===== src/rtl/slc3_button_sequencer_if.sv =====
// rtl/slc3_button_sequencer_if.sv - host-side control and CPU button bus of the SLC-3 button sequencer
interface slc3_button_sequencer_if #(
  parameter int SW_WIDTH = 10,
  parameter int CNT_W    = 8
);
  logic                start;
  logic                abort;
  logic                mode;
  logic                step_req;
  logic [CNT_W-1:0]    num_steps;
  logic [SW_WIDTH-1:0] sw_val;
  logic [SW_WIDTH-1:0] SW;
  logic                Run;
  logic                Continue;
  logic                busy;
  logic                done;
  logic [CNT_W-1:0]    steps_done;

  modport master (
    output start, abort, mode, step_req, num_steps, sw_val,
    input  SW, Run, Continue, busy, done, steps_done
  );

  modport slave (
    input  start, abort, mode, step_req, num_steps, sw_val,
    output SW, Run, Continue, busy, done, steps_done
  );
endinterface


===== src/rtl/slc3_button_sequencer.sv =====
// rtl/slc3_button_sequencer.sv - cycle-exact SW/Run/Continue driver for the SLC-3 top level
module slc3_button_sequencer #(
  parameter int SW_WIDTH   = 10,
  parameter int CNT_W      = 8,
  parameter int SETTLE_CYC = 2,
  parameter int PRESS_CYC  = 1,
  parameter int GAP_CYC    = 1
) (
  input logic                    Clk,
  input logic                    Reset,
  slc3_button_sequencer_if.slave bus
);

  localparam int TMAX_A = (SETTLE_CYC > PRESS_CYC) ? SETTLE_CYC : PRESS_CYC;
  localparam int TMAX   = (TMAX_A > GAP_CYC) ? TMAX_A : GAP_CYC;
  localparam int TW     = (TMAX > 1) ? $clog2(TMAX) : 1;

  localparam logic [TW-1:0] SETTLE_LAST = TW'(SETTLE_CYC - 1);
  localparam logic [TW-1:0] PRESS_LAST  = TW'(PRESS_CYC - 1);
  localparam logic [TW-1:0] GAP_LAST    = TW'(GAP_CYC - 1);

  typedef enum logic [2:0] {
    IDLE, LOAD_SW, RUN_PRESS, RUN_GAP, CONT_WAIT, CONT_PRESS, CONT_GAP, DONE
  } state_t;

  state_t              state;
  logic [TW-1:0]       tmr;
  logic [CNT_W-1:0]    num_lat;
  logic                mode_lat;
  logic [SW_WIDTH-1:0] sw_q;
  logic                run_q;
  logic                cont_q;
  logic                busy_q;
  logic                done_q;
  logic [CNT_W-1:0]    steps_q;

  assign bus.SW         = sw_q;
  assign bus.Run        = run_q;
  assign bus.Continue   = cont_q;
  assign bus.busy       = busy_q;
  assign bus.done       = done_q;
  assign bus.steps_done = steps_q;

  always_ff @(posedge Clk or negedge Reset) begin
    if (!Reset) begin
      state    <= IDLE;
      tmr      <= '0;
      num_lat  <= '0;
      mode_lat <= 1'b0;
      sw_q     <= '0;
      run_q    <= 1'b1;
      cont_q   <= 1'b1;
      busy_q   <= 1'b0;
      done_q   <= 1'b0;
      steps_q  <= '0;
    end else if (bus.abort && state != IDLE) begin
      // Abort outranks step_req and completion; steps_done keeps its count.
      state  <= IDLE;
      tmr    <= '0;
      run_q  <= 1'b1;
      cont_q <= 1'b1;
      busy_q <= 1'b0;
      done_q <= 1'b0;
    end else begin
      case (state)
        IDLE: begin
          if (bus.start) begin
            num_lat  <= bus.num_steps;
            mode_lat <= bus.mode;
            sw_q     <= bus.sw_val;
            steps_q  <= '0;
            busy_q   <= 1'b1;
            tmr      <= '0;
            state    <= LOAD_SW;
          end
        end
        LOAD_SW: begin
          if (tmr == SETTLE_LAST) begin
            tmr   <= '0;
            run_q <= 1'b0;
            state <= RUN_PRESS;
          end else begin
            tmr <= tmr + 1'b1;
          end
        end
        RUN_PRESS: begin
          if (tmr == PRESS_LAST) begin
            tmr   <= '0;
            run_q <= 1'b1;
            state <= RUN_GAP;
          end else begin
            tmr <= tmr + 1'b1;
          end
        end
        // steps_q is still zero in RUN_GAP, so one exit test serves both gaps.
        RUN_GAP, CONT_GAP: begin
          if (tmr == GAP_LAST) begin
            tmr <= '0;
            if (steps_q == num_lat) begin
              done_q <= 1'b1;
              state  <= DONE;
            end else if (mode_lat) begin
              state <= CONT_WAIT;
            end else begin
              cont_q <= 1'b0;
              state  <= CONT_PRESS;
            end
          end else begin
            tmr <= tmr + 1'b1;
          end
        end
        CONT_WAIT: begin
          if (bus.step_req) begin
            cont_q <= 1'b0;
            state  <= CONT_PRESS;
          end
        end
        CONT_PRESS: begin
          if (tmr == PRESS_LAST) begin
            tmr     <= '0;
            cont_q  <= 1'b1;
            steps_q <= steps_q + 1'b1;
            state   <= CONT_GAP;
          end else begin
            tmr <= tmr + 1'b1;
          end
        end
        DONE: begin
          done_q <= 1'b0;
          busy_q <= 1'b0;
          state  <= IDLE;
        end
        default: begin
          state <= IDLE;
        end
      endcase
    end
  end

endmodule


===== src/flat_wrapper.sv =====
// flat-port wrapper written by rule: the top's interface ports become plain ports
module slc3_button_sequencer_flat 
#(
  parameter int SW_WIDTH   = 10,
  parameter int CNT_W      = 8,
  parameter int SETTLE_CYC = 2,
  parameter int PRESS_CYC  = 1,
  parameter int GAP_CYC    = 1
)
  (Clk, Reset, bus_start, bus_abort, bus_mode, bus_step_req, bus_num_steps, bus_sw_val, bus_SW, bus_Run, bus_Continue, bus_busy, bus_done, bus_steps_done);
  slc3_button_sequencer_if #(.SW_WIDTH(SW_WIDTH), .CNT_W(CNT_W)) bus_i ();
  input logic Clk;
  input logic Reset;
  input wire logic [$bits(bus_i.start)-1:0] bus_start;
  input wire logic [$bits(bus_i.abort)-1:0] bus_abort;
  input wire logic [$bits(bus_i.mode)-1:0] bus_mode;
  input wire logic [$bits(bus_i.step_req)-1:0] bus_step_req;
  input wire logic [$bits(bus_i.num_steps)-1:0] bus_num_steps;
  input wire logic [$bits(bus_i.sw_val)-1:0] bus_sw_val;
  output wire logic [$bits(bus_i.SW)-1:0] bus_SW;
  output wire logic [$bits(bus_i.Run)-1:0] bus_Run;
  output wire logic [$bits(bus_i.Continue)-1:0] bus_Continue;
  output wire logic [$bits(bus_i.busy)-1:0] bus_busy;
  output wire logic [$bits(bus_i.done)-1:0] bus_done;
  output wire logic [$bits(bus_i.steps_done)-1:0] bus_steps_done;
  assign bus_i.start = bus_start;
  assign bus_i.abort = bus_abort;
  assign bus_i.mode = bus_mode;
  assign bus_i.step_req = bus_step_req;
  assign bus_i.num_steps = bus_num_steps;
  assign bus_i.sw_val = bus_sw_val;
  assign bus_SW = bus_i.SW;
  assign bus_Run = bus_i.Run;
  assign bus_Continue = bus_i.Continue;
  assign bus_busy = bus_i.busy;
  assign bus_done = bus_i.done;
  assign bus_steps_done = bus_i.steps_done;
  slc3_button_sequencer #(.SW_WIDTH(SW_WIDTH), .CNT_W(CNT_W), .SETTLE_CYC(SETTLE_CYC), .PRESS_CYC(PRESS_CYC), .GAP_CYC(GAP_CYC)) u_core (.Clk(Clk), .Reset(Reset), .bus(bus_i));
endmodule

===== config.mk =====
export PLATFORM = sky130hd
export DESIGN_NAME = slc3_button_sequencer_flat
export DESIGN_NICKNAME = d
export VERILOG_FILES = /design/src/rtl/slc3_button_sequencer_if.sv /design/src/rtl/slc3_button_sequencer.sv /design/src/flat_wrapper.sv
export SDC_FILE = /design/constraint.sdc
export NUM_CORES = 1
export LEC_CHECK = 0
export CORE_MARGIN = 2
export CORE_UTILIZATION = 40
export CTS_CLUSTER_SIZE = 25
export DETAILED_ROUTE_END_ITERATION = 10
export GPL_ROUTABILITY_DRIVEN = 0
export HOLD_SLACK_MARGIN = 0.06
export PLACE_DENSITY = 0.64
export SLEW_MARGIN = 20
export SYNTH_ARGS = -nofsm -noshare
export SYNTH_HDL_FRONTEND = slang
export SYNTH_SLANG_ARGS = --single-unit

===== constraint.sdc =====
create_clock -name Clk -period 2.1 [get_ports Clk]
set_input_delay 0.42 -clock Clk [delete_from_list [all_inputs] [get_ports Clk]]
set_output_delay 0.42 -clock Clk [all_outputs]
set_load 0.03 [all_outputs]

; ---- Word-level counts from Yosys, hierarchy flattened
; Index checks and enable logic that the tools add are counted.
[op_classes]
add_sub_neg = 2
mul = 0
div_mod_pow = 0
order_cmp = 0
eq_ne = 19
shift = 0
mux = 35
bitwise = 1
reduce_logical = 19
[op_table]
columns = operator, n
row1 = $mux W3, 8
row2 = $pmux W3 S7, 1
row3 = $mux W1, 18
row4 = $mux W8, 2
row5 = $pmux W8 S2, 1
row6 = $eq A3 B3 Y1 const B, 4
row7 = $ne A3 B3 Y1 const B, 4
row8 = $reduce_and A6 Y1, 2
row9 = $reduce_bool A3 Y1, 4
row10 = $ne A3 B2 Y1 const B, 3
row11 = $reduce_and A3 Y1, 3
row12 = $add A8 B1 Y8 const B, 1
row13 = $eq A8 B8 Y1, 1
row14 = $reduce_bool A4 Y1, 2
row15 = $eq A3 B2 Y1 const B, 2
row16 = $ne A3 B1 Y1 const B, 2
row17 = $pmux W1 S2, 3
row18 = $pmux W1 S3, 2
row19 = $ne A2 B2 Y1 const B, 2
row20 = $reduce_and A2 Y1, 2
row21 = $reduce_and A4 Y1, 1
row22 = $reduce_or A4 Y1, 1
row23 = $eq A3 B1 Y1 const B, 1
row24 = $logic_not A3 Y1, 1
row25 = 5 further kinds, 5
[word_totals]
regBits = 35
latch_bits = 0
ram_bits = 0
mem_bits_ro = 0
inputBits = 24
out_inout_bits = 22
wordCells = 86
memories = 0

; ---- Logic depth before layout (Yosys ltp)
; Gate-level depths: netlist of run 1.
[logic_depth]
depth_word = 5
mapped_depth = 7
mapped_depth_nobuf = 6

; ---- Worst setup path before layout of run 1
; Ideal clock, no wire load.
[synth_timing]
path_type = flip-flop to flip-flop
start = register u_core.steps_q[0], in the netlist u_core.bus.steps_done[0]
end = register u_core.state[1]
setup_time_ns = 0.095
arrival_ns = 1.585
required_time_ns = 2.005
slack_ns = 0.419
stages_incl_launch_ff = 6
n_path_buf = 0
synth_period_minus_slack_ns = 1.681
path_cell_list = dfrtp_1 > xnor2_1 > nand4_1 > or2_0 > maj3_1 > o31ai_1
[synth_between]
elab_chain_len = 5
[synth_rtl]
columns = item, line
row1 = from (decl), slc3_button_sequencer.sv:35  ; logic [CNT_W-1:0] steps_q;
row2 = from (signal assigned), slc3_button_sequencer.sv:122  ; steps_q <= steps_q + 1'b1;
row3 = $eq A8 B8 Y1, slc3_button_sequencer.sv:99  ; if (steps_q == num_lat) begin
row4 = $mux W3, slc3_button_sequencer.sv:99
row5 = $mux W3, slc3_button_sequencer.sv:97  ; if (tmr == GAP_LAST) begin
row6 = $pmux W3 S7, slc3_button_sequencer.sv:65  ; case (state)
row7 = $mux W3, slc3_button_sequencer.sv:56  ; end else if (bus.abort && state != IDLE) begin
row8 = to (signal assigned), slc3_button_sequencer.sv:58  ; state <= IDLE;
row9 = to (signal assigned), slc3_button_sequencer.sv:101  ; state <= DONE;
row10 = to (signal assigned), slc3_button_sequencer.sv:103  ; state <= CONT_WAIT;
row11 = to (decl), slc3_button_sequencer.sv:26  ; state_t state;
; No other way between the ends. The select of a mux whose other input is x is not followed.
; A chain may end at the register's enable or synchronous reset.

; ---- Worst setup path after layout of run 1
[layout_timing]
start = register u_core.run_q, in the netlist u_core.bus.Run
end = output bus_Run
[layout_rtl]
columns = item, line
row1 = from (decl), slc3_button_sequencer.sv:31  ; logic run_q;
row2 = from (signal assigned), slc3_button_sequencer.sv:51  ; run_q <= 1'b1;
row3 = from (signal assigned), slc3_button_sequencer.sv:60  ; run_q <= 1'b1;
row4 = from (signal assigned), slc3_button_sequencer.sv:80  ; run_q <= 1'b0;
row5 = to (decl), flat_wrapper.sv:21  ; output wire logic [$bits(bus_i.Run)-1:0] bus_Run;
; No word-level cell between the ends.

==> impl_metrics.env, run 1 <==
export IMPL_max_slew_margin_rel=0.6572
export IMPL_ys_top_cells_by_area="dfrtp_1 (44%), mux2_1 (10%), xnor2_1 (4.7%)"
export IMPL_startpoint_type="flip-flop"
export IMPL_yosys_register_bits=35
export IMPL_dp_hpwl_mm=3.038
export IMPL_avgSynthCellArea_um2=10.85
export IMPL_antenna_found_initial=0
export IMPL_netlist_area_leader_share=0.4424
export IMPL_yosys_area_top_type="dfrtp_1"
export IMPL_rr_startpoint="u_core.tmr"
export IMPL_crit_chain="clkdlybuf4s50_1"
export IMPL_grt_pass1_vias=1574
export IMPL_grt_pass1_wl_mm=7.327
export IMPL_max_stage_delay_ps=680
export IMPL_holdWs_ps=493.7
export IMPL_drive_gt1_frac=0.1295
export IMPL_synth_edf_count=0
export IMPL_slew_viol_final=0
export IMPL_setup_viol_count_final=0
export IMPL_die_area_um2=5229
export IMPL_cts_tree="built"
export IMPL_cp_end_kind="output port"
export IMPL_ant_nets=0
export IMPL_grt_use_met1=0.2372
export IMPL_cts_sinks=35
export IMPL_postCtsSetupBuffers=0
export IMPL_hold_viol_final=0
export IMPL_yosysWarnings=0
export IMPL_power_leakage_nw=0.9947
export IMPL_cp_arrival_ps=1510
export IMPL_r2r_slack_ps=250
export IMPL_worstHoldPathType="flip-flop to flip-flop"
export IMPL_drtPass1Iterations=4
export IMPL_fp_dieH_um=72.32
export IMPL_dr_first_iter_drc_count=130
export IMPL_busiest_layer="met2"
export IMPL_power_density_nw_per_um2=1353
export IMPL_r2r_cells=5
export IMPL_skew_ps=6.316
export IMPL_ir_drop_v=0.0007707
export IMPL_crit_buf_inv=1
export IMPL_synth_seq_area_share=0.4705
export IMPL_clk_pin_slew_ps=80
export IMPL_remaining_drc_errors=0
export IMPL_post_drt_wl_per_cell_um=15.32
export IMPL_area_delta_synth_final_pct=32.91
export IMPL_crit_type="flip-flop to output port"
export IMPL_crit_slowest_cell="clkdlybuf4s50_1"
export IMPL_clk_latency_ps=290
export IMPL_num_vias=1494
export IMPL_cts_path_max_buffers=2
export IMPL_finalCriticalPeriod_ps=1931
export IMPL_wl_mm=4.227
export IMPL_synth_area_um2=1867
export IMPL_final_nets=248
export IMPL_dp_cells=268
export IMPL_worst_slew_pin_slew_ps=509.5
export IMPL_timing_rr_end="u_core.bus.steps_done[7]"
export IMPL_critPathMaxFanout=3
export IMPL_syn_inst=172
export IMPL_syn_num_nets=197
export IMPL_utilization=0.5621
export IMPL_diodes=0
export IMPL_grt_max_degree=36
export IMPL_die_width_um=72.32
export IMPL_worstHoldStart="u_core.bus.SW[4]"
export IMPL_grt_use_met3=0.04861
export IMPL_overflow=0
export IMPL_path_delay_family="buffers and inverters"
export IMPL_whs_endpoint="u_core.bus.SW[4]"
export IMPL_root_buffer="clkbuf_8"
export IMPL_cts_hold_buf=0
export IMPL_cp_required_ps=1680
export IMPL_routed_via_density=5.413
export IMPL_rsz0062_at_grt="false"
export IMPL_max_clock_freq_mhz=518.0
export IMPL_outcome="completed"
export IMPL_cts_resized_gates=0
export IMPL_numPortBuffers=45
export IMPL_layout_common_cells="clkdlybuf4s50_1 (45), dfrtp_1 (33), mux2_1 (17)"
export IMPL_final_common_cell="clkdlybuf4s50_1"
export IMPL_h_tree_depth=2
export IMPL_fin_cells=276
export IMPL_cts_inserted_buffers=5
export IMPL_use_met2=0.2946
export IMPL_holdPathStages=1
export IMPL_drv_cap=0
export IMPL_coreArea_um2=4414
export IMPL_start_util=0.4229
export IMPL_rows=24
export IMPL_ios=46
export IMPL_period_share=0.9193
export IMPL_grt_usage=0.1823
export IMPL_async_flop_share=1.000
export IMPL_ys_flop_type="dfrtp_1"
export IMPL_synth_distinct_cells=49
-- layer usage --
metal  vias to the layer above  wire, um
li1                        720         -
met1                       726      1958
met2                        42      2001
met3                         6       211
met4                         0        55
met5                         -         0
-- cells by family (layout without fill, tap and decap cells) --
logic type / after synthesis / after routing / share of synthesized area
simple gates: 55 / 55 / 0.1696
buf+inv: 13 / 65 / 0.04088
compound gates: 36 / 36 / 0.1354
mux: 20 / 20 / 0.1200
flops: 35 / 35 / 0.4705
xor+xnor: 11 / 11 / 0.05161
fa+ha+maj: 2 / 2 / 0.01206
-- synthesized netlist by cell type (2+ instances only) --
cell / number
dfrtp_1: 33
mux2_1: 17
o21ai_0: 16
nor2_1: 10
xnor2_1: 10
nand2_1: 8
nor3_1: 8
a21oi_1: 5
nand2b_1: 5
buf_2: 4
nand3_1: 4
inv_1: 3
nand4_1: 3
o31ai_1: 3
and2_0: 2
and3_1: 2
buf_4: 2
buf_6: 2
clkbuf_1: 2
dfstp_2: 2
mux2_2: 2
nor4b_1: 2
-- through the flow --
step           cell area, um^2  power, W  TNS (ps)  worst slack (ps)
2_1_floorplan             1867  0.002339         0             419.4
3_3_place_gp              2397  0.002832         0             2.732
3_5_place_dp              2397  0.002892    -20.51            -20.51
4_1_cts                   2481  0.003389         0             153.6
5_1_grt                   2481  0.003608         0             127.5
6_report                  2481  0.003357         0             169.4
-- report_power, final --
part	internal (W)	switching [W]	leakage [nW]
registers	0.000947	0.000244	0.435
logic	0.000832	0.000851	0.512
clock network	0.000227	0.000257	0.0477
-- worst max-delay path by stage --
stage | from | end | slack [ps] | depth (start not counted)
2_1_floorplan | u_core.bus.steps_done[0] | u_core.state[1] | 420 | 5
3_3_place_gp | bus_abort | u_core.bus.steps_done[7] | 3 | 6
3_5_place_dp | bus_abort | u_core.bus.steps_done[7] | -20 | 6
4_1_cts | u_core.bus.Run | bus_Run | 150 | 1
5_1_grt | u_core.bus.Run | bus_Run | 130 | 1
6_report | u_core.bus.Run | bus_Run | 170 | 1
-- area by class of cell --
cell class,count,area (um^2)
Sequential cell,35,878.3
Multi-Input combinational cell,124,912.1
Clock inverter,3,15.01
Fill cell,412,1933
Inverter,3,11.26
Tap cell,52,65.06
Clock buffer,5,68.82
Timing Repair Buffer,54,530.5
-- flip-flops by register name, indices dropped and copies added (netlist names) --
signal                 cells
u_core.bus.steps_done      8
u_core.tmr                 1
u_core.bus.busy            1
u_core.bus.Continue        1
u_core.bus.SW             10
u_core.bus.Run             1
u_core.mode_lat            1
u_core.num_lat             8
u_core.state               3
u_core.bus.done            1
(Power assumes the default switching activity.)
==> run 2: changes to the inputs <==
PLACE_DENSITY = 0.71   (was 0.64)
==> impl_metrics.env, run 2 (synthesis results as in run 1) <==
export IMPL_outcome="completed"
export IMPL_crit_slowest_cell="clkdlybuf4s50_1"
export IMPL_power_leakage_nw=1.014
export IMPL_clk_latency_ps=280
export IMPL_clk_pin_slew_ps=70
export IMPL_ant_nets=0
export IMPL_cts_inserted_buffers=5
export IMPL_die_width_um=72.32
export IMPL_overflow=0
export IMPL_rsz0062_at_grt="false"
export IMPL_cp_arrival_ps=1490
export IMPL_die_area_um2=5229
export IMPL_utilization=0.5697
export IMPL_coreArea_um2=4414
export IMPL_critPathMaxFanout=2
export IMPL_root_buffer="clkbuf_8"
export IMPL_dp_hpwl_mm=2.814
export IMPL_timing_rr_end="u_core.bus.SW[4]"
export IMPL_power_w=0.003380
export IMPL_worstHoldPathType="flip-flop to flip-flop"
export IMPL_setup_viol_count_final=0
export IMPL_dr_first_iter_drc_count=66
export IMPL_max_stage_delay_ps=670
export IMPL_drv_cap=0
export IMPL_num_vias=1479
export IMPL_max_slew_margin_rel=0.7014
export IMPL_crit_buf_inv=1
export IMPL_r2r_slack_ps=290
export IMPL_r2r_cells=5
export IMPL_grt_pass1_vias=1461
export IMPL_drive_gt1_frac=0.1410
export IMPL_wl_mm=3.919
export IMPL_final_nets=252
export IMPL_cts_hold_buf=0
export IMPL_start_util=0.4229
export IMPL_fp_dieH_um=72.32
export IMPL_antenna_found_initial=0
export IMPL_crit_chain="clkdlybuf4s50_1"
export IMPL_multiInputGateArea_um2=912.1
export IMPL_cts_path_max_buffers=2
export IMPL_cts_resized_gates=0
export IMPL_final_common_cell="clkdlybuf4s50_1"
export IMPL_grt_usage=0.1701
export IMPL_ios=46
export IMPL_period_share=0.9078
export IMPL_skew_ps=3.907
export IMPL_layout_common_cells="clkdlybuf4s50_1 (45), dfrtp_1 (33), mux2_1 (17)"
export IMPL_remaining_drc_errors=0
export IMPL_slew_viol_final=0
export IMPL_postCtsSetupBuffers=0
export IMPL_rr_startpoint="u_core.tmr"
export IMPL_h_tree_depth=2
export IMPL_cts_tree="built"
export IMPL_fillers=379
export IMPL_area_delta_synth_final_pct=34.72
export IMPL_cts_sinks=35
export IMPL_startpoint_type="flip-flop"
export IMPL_finalCriticalPeriod_ps=1906
export IMPL_post_drt_wl_per_cell_um=14.05
export IMPL_holdPathStages=1
export IMPL_grt_pass1_wl_mm=6.858
export IMPL_regArea_um2=878.3
export IMPL_ir_drop_v=0.0008804
export IMPL_cp_end_kind="output port"
export IMPL_rows=24
export IMPL_drtPass1Iterations=4
export IMPL_max_clock_freq_mhz=524.5
export IMPL_cp_startpoint="u_core.bus.Continue"
export IMPL_power_density_nw_per_um2=1344
export IMPL_cp_depth=1
export IMPL_worst_slew_pin_slew_ps=447.8
export IMPL_routed_via_density=5.301
export IMPL_largest_reg_flops=10
export IMPL_diodes=0
export IMPL_cp_endpoint="bus_Continue"
export IMPL_crit_type="flip-flop to output port"
export IMPL_setup_tns_final_ps=0
export IMPL_cp_required_ps=1680
export IMPL_hold_viol_final=0
export IMPL_numPortBuffers=45
export IMPL_path_delay_family="buffers and inverters"
export IMPL_grt_max_degree=36
==> run 2: changes by cell type in the layout (fill, tap and decap cells not counted), sizes merged <==
| cell | before | now |
|---|---|---|
| buf | 9 | 13 |
| clkbuf | 5 | 6 |
| clkinv | 3 | 1 |
==> run 2: how the worst min path moves through the flow <==
| stage | slack [ps] | start | endpoint |
|---|---|---|---|
| after global routing | 520 | u_core.bus.SW[7] | u_core.bus.SW[7] |
| after detailed placement | 480 | u_core.bus.SW[6] | u_core.bus.SW[6] |
| after floorplan | 120 | Reset | u_core.bus.SW[0] |
| after global placement | 470 | u_core.bus.SW[4] | u_core.bus.SW[4] |
| after CTS | 500 | u_core.bus.SW[5] | u_core.bus.SW[5] |
| final | 490 | u_core.bus.SW[6] | u_core.bus.SW[6] |
==> run 2: layout make-up <==
cell class / count / share of cell area
inverters: 3 / 0.004478
clock buffers: 6 / 0.03284
flip-flops and latches: 35 / 0.3493
repair buffers: 58 / 0.2229
well taps: 52 / 0.02587
multi-input cells: 124 / 0.3627
clock inverters: 1 / 0.001990
==> run 2: metrics by stage <==
stage | setup WS [ps] | cells | hold slack [ps] | cell area [um^2]
4_1_cts | 178.6 | 279 | 497.9 | 2515
6_report | 193.6 | 279 | 491.5 | 2515
3_5_place_dp | 23.91 | 272 | 477.6 | 2427
3_3_place_gp | 53.92 | 272 | 470.1 | 2427
5_1_grt | 168.3 | 279 | 518.1 | 2515
2_1_floorplan | 419.4 | 172 | 124.4 | 1867
==> run 2: metal layers <==
layer | GRT usage | share of wire | up-vias
met5 | 0 | 0 | -
met4 | 0.07547 | 0.018 | 0
met3 | 0.03194 | 0.048 | 7
met2 | 0.2579 | 0.48 | 36
met1 | 0.2377 | 0.45 | 706
li1 | - | - | 730
==> run 2: power breakdown <==
group	switching (W)	leakage, nW	internal, W	total (W)
registers	0.000216	0.435	0.000948	0.00116
logic	0.000865	0.532	0.000865	0.00173
clock network	0.000229	0.0470	0.000257	0.000486
total	0.00131	1.01	0.00207	0.00338
==> run 3: changes to the inputs <==
CAP_MARGIN = 20   (was default)
CTS_BUF_LIST = sky130_fd_sc_hd__clkbuf_8   (was default)
==> results of run 3 <==
Same layout as run 2: the final DEF is identical, and so are final timing and power.
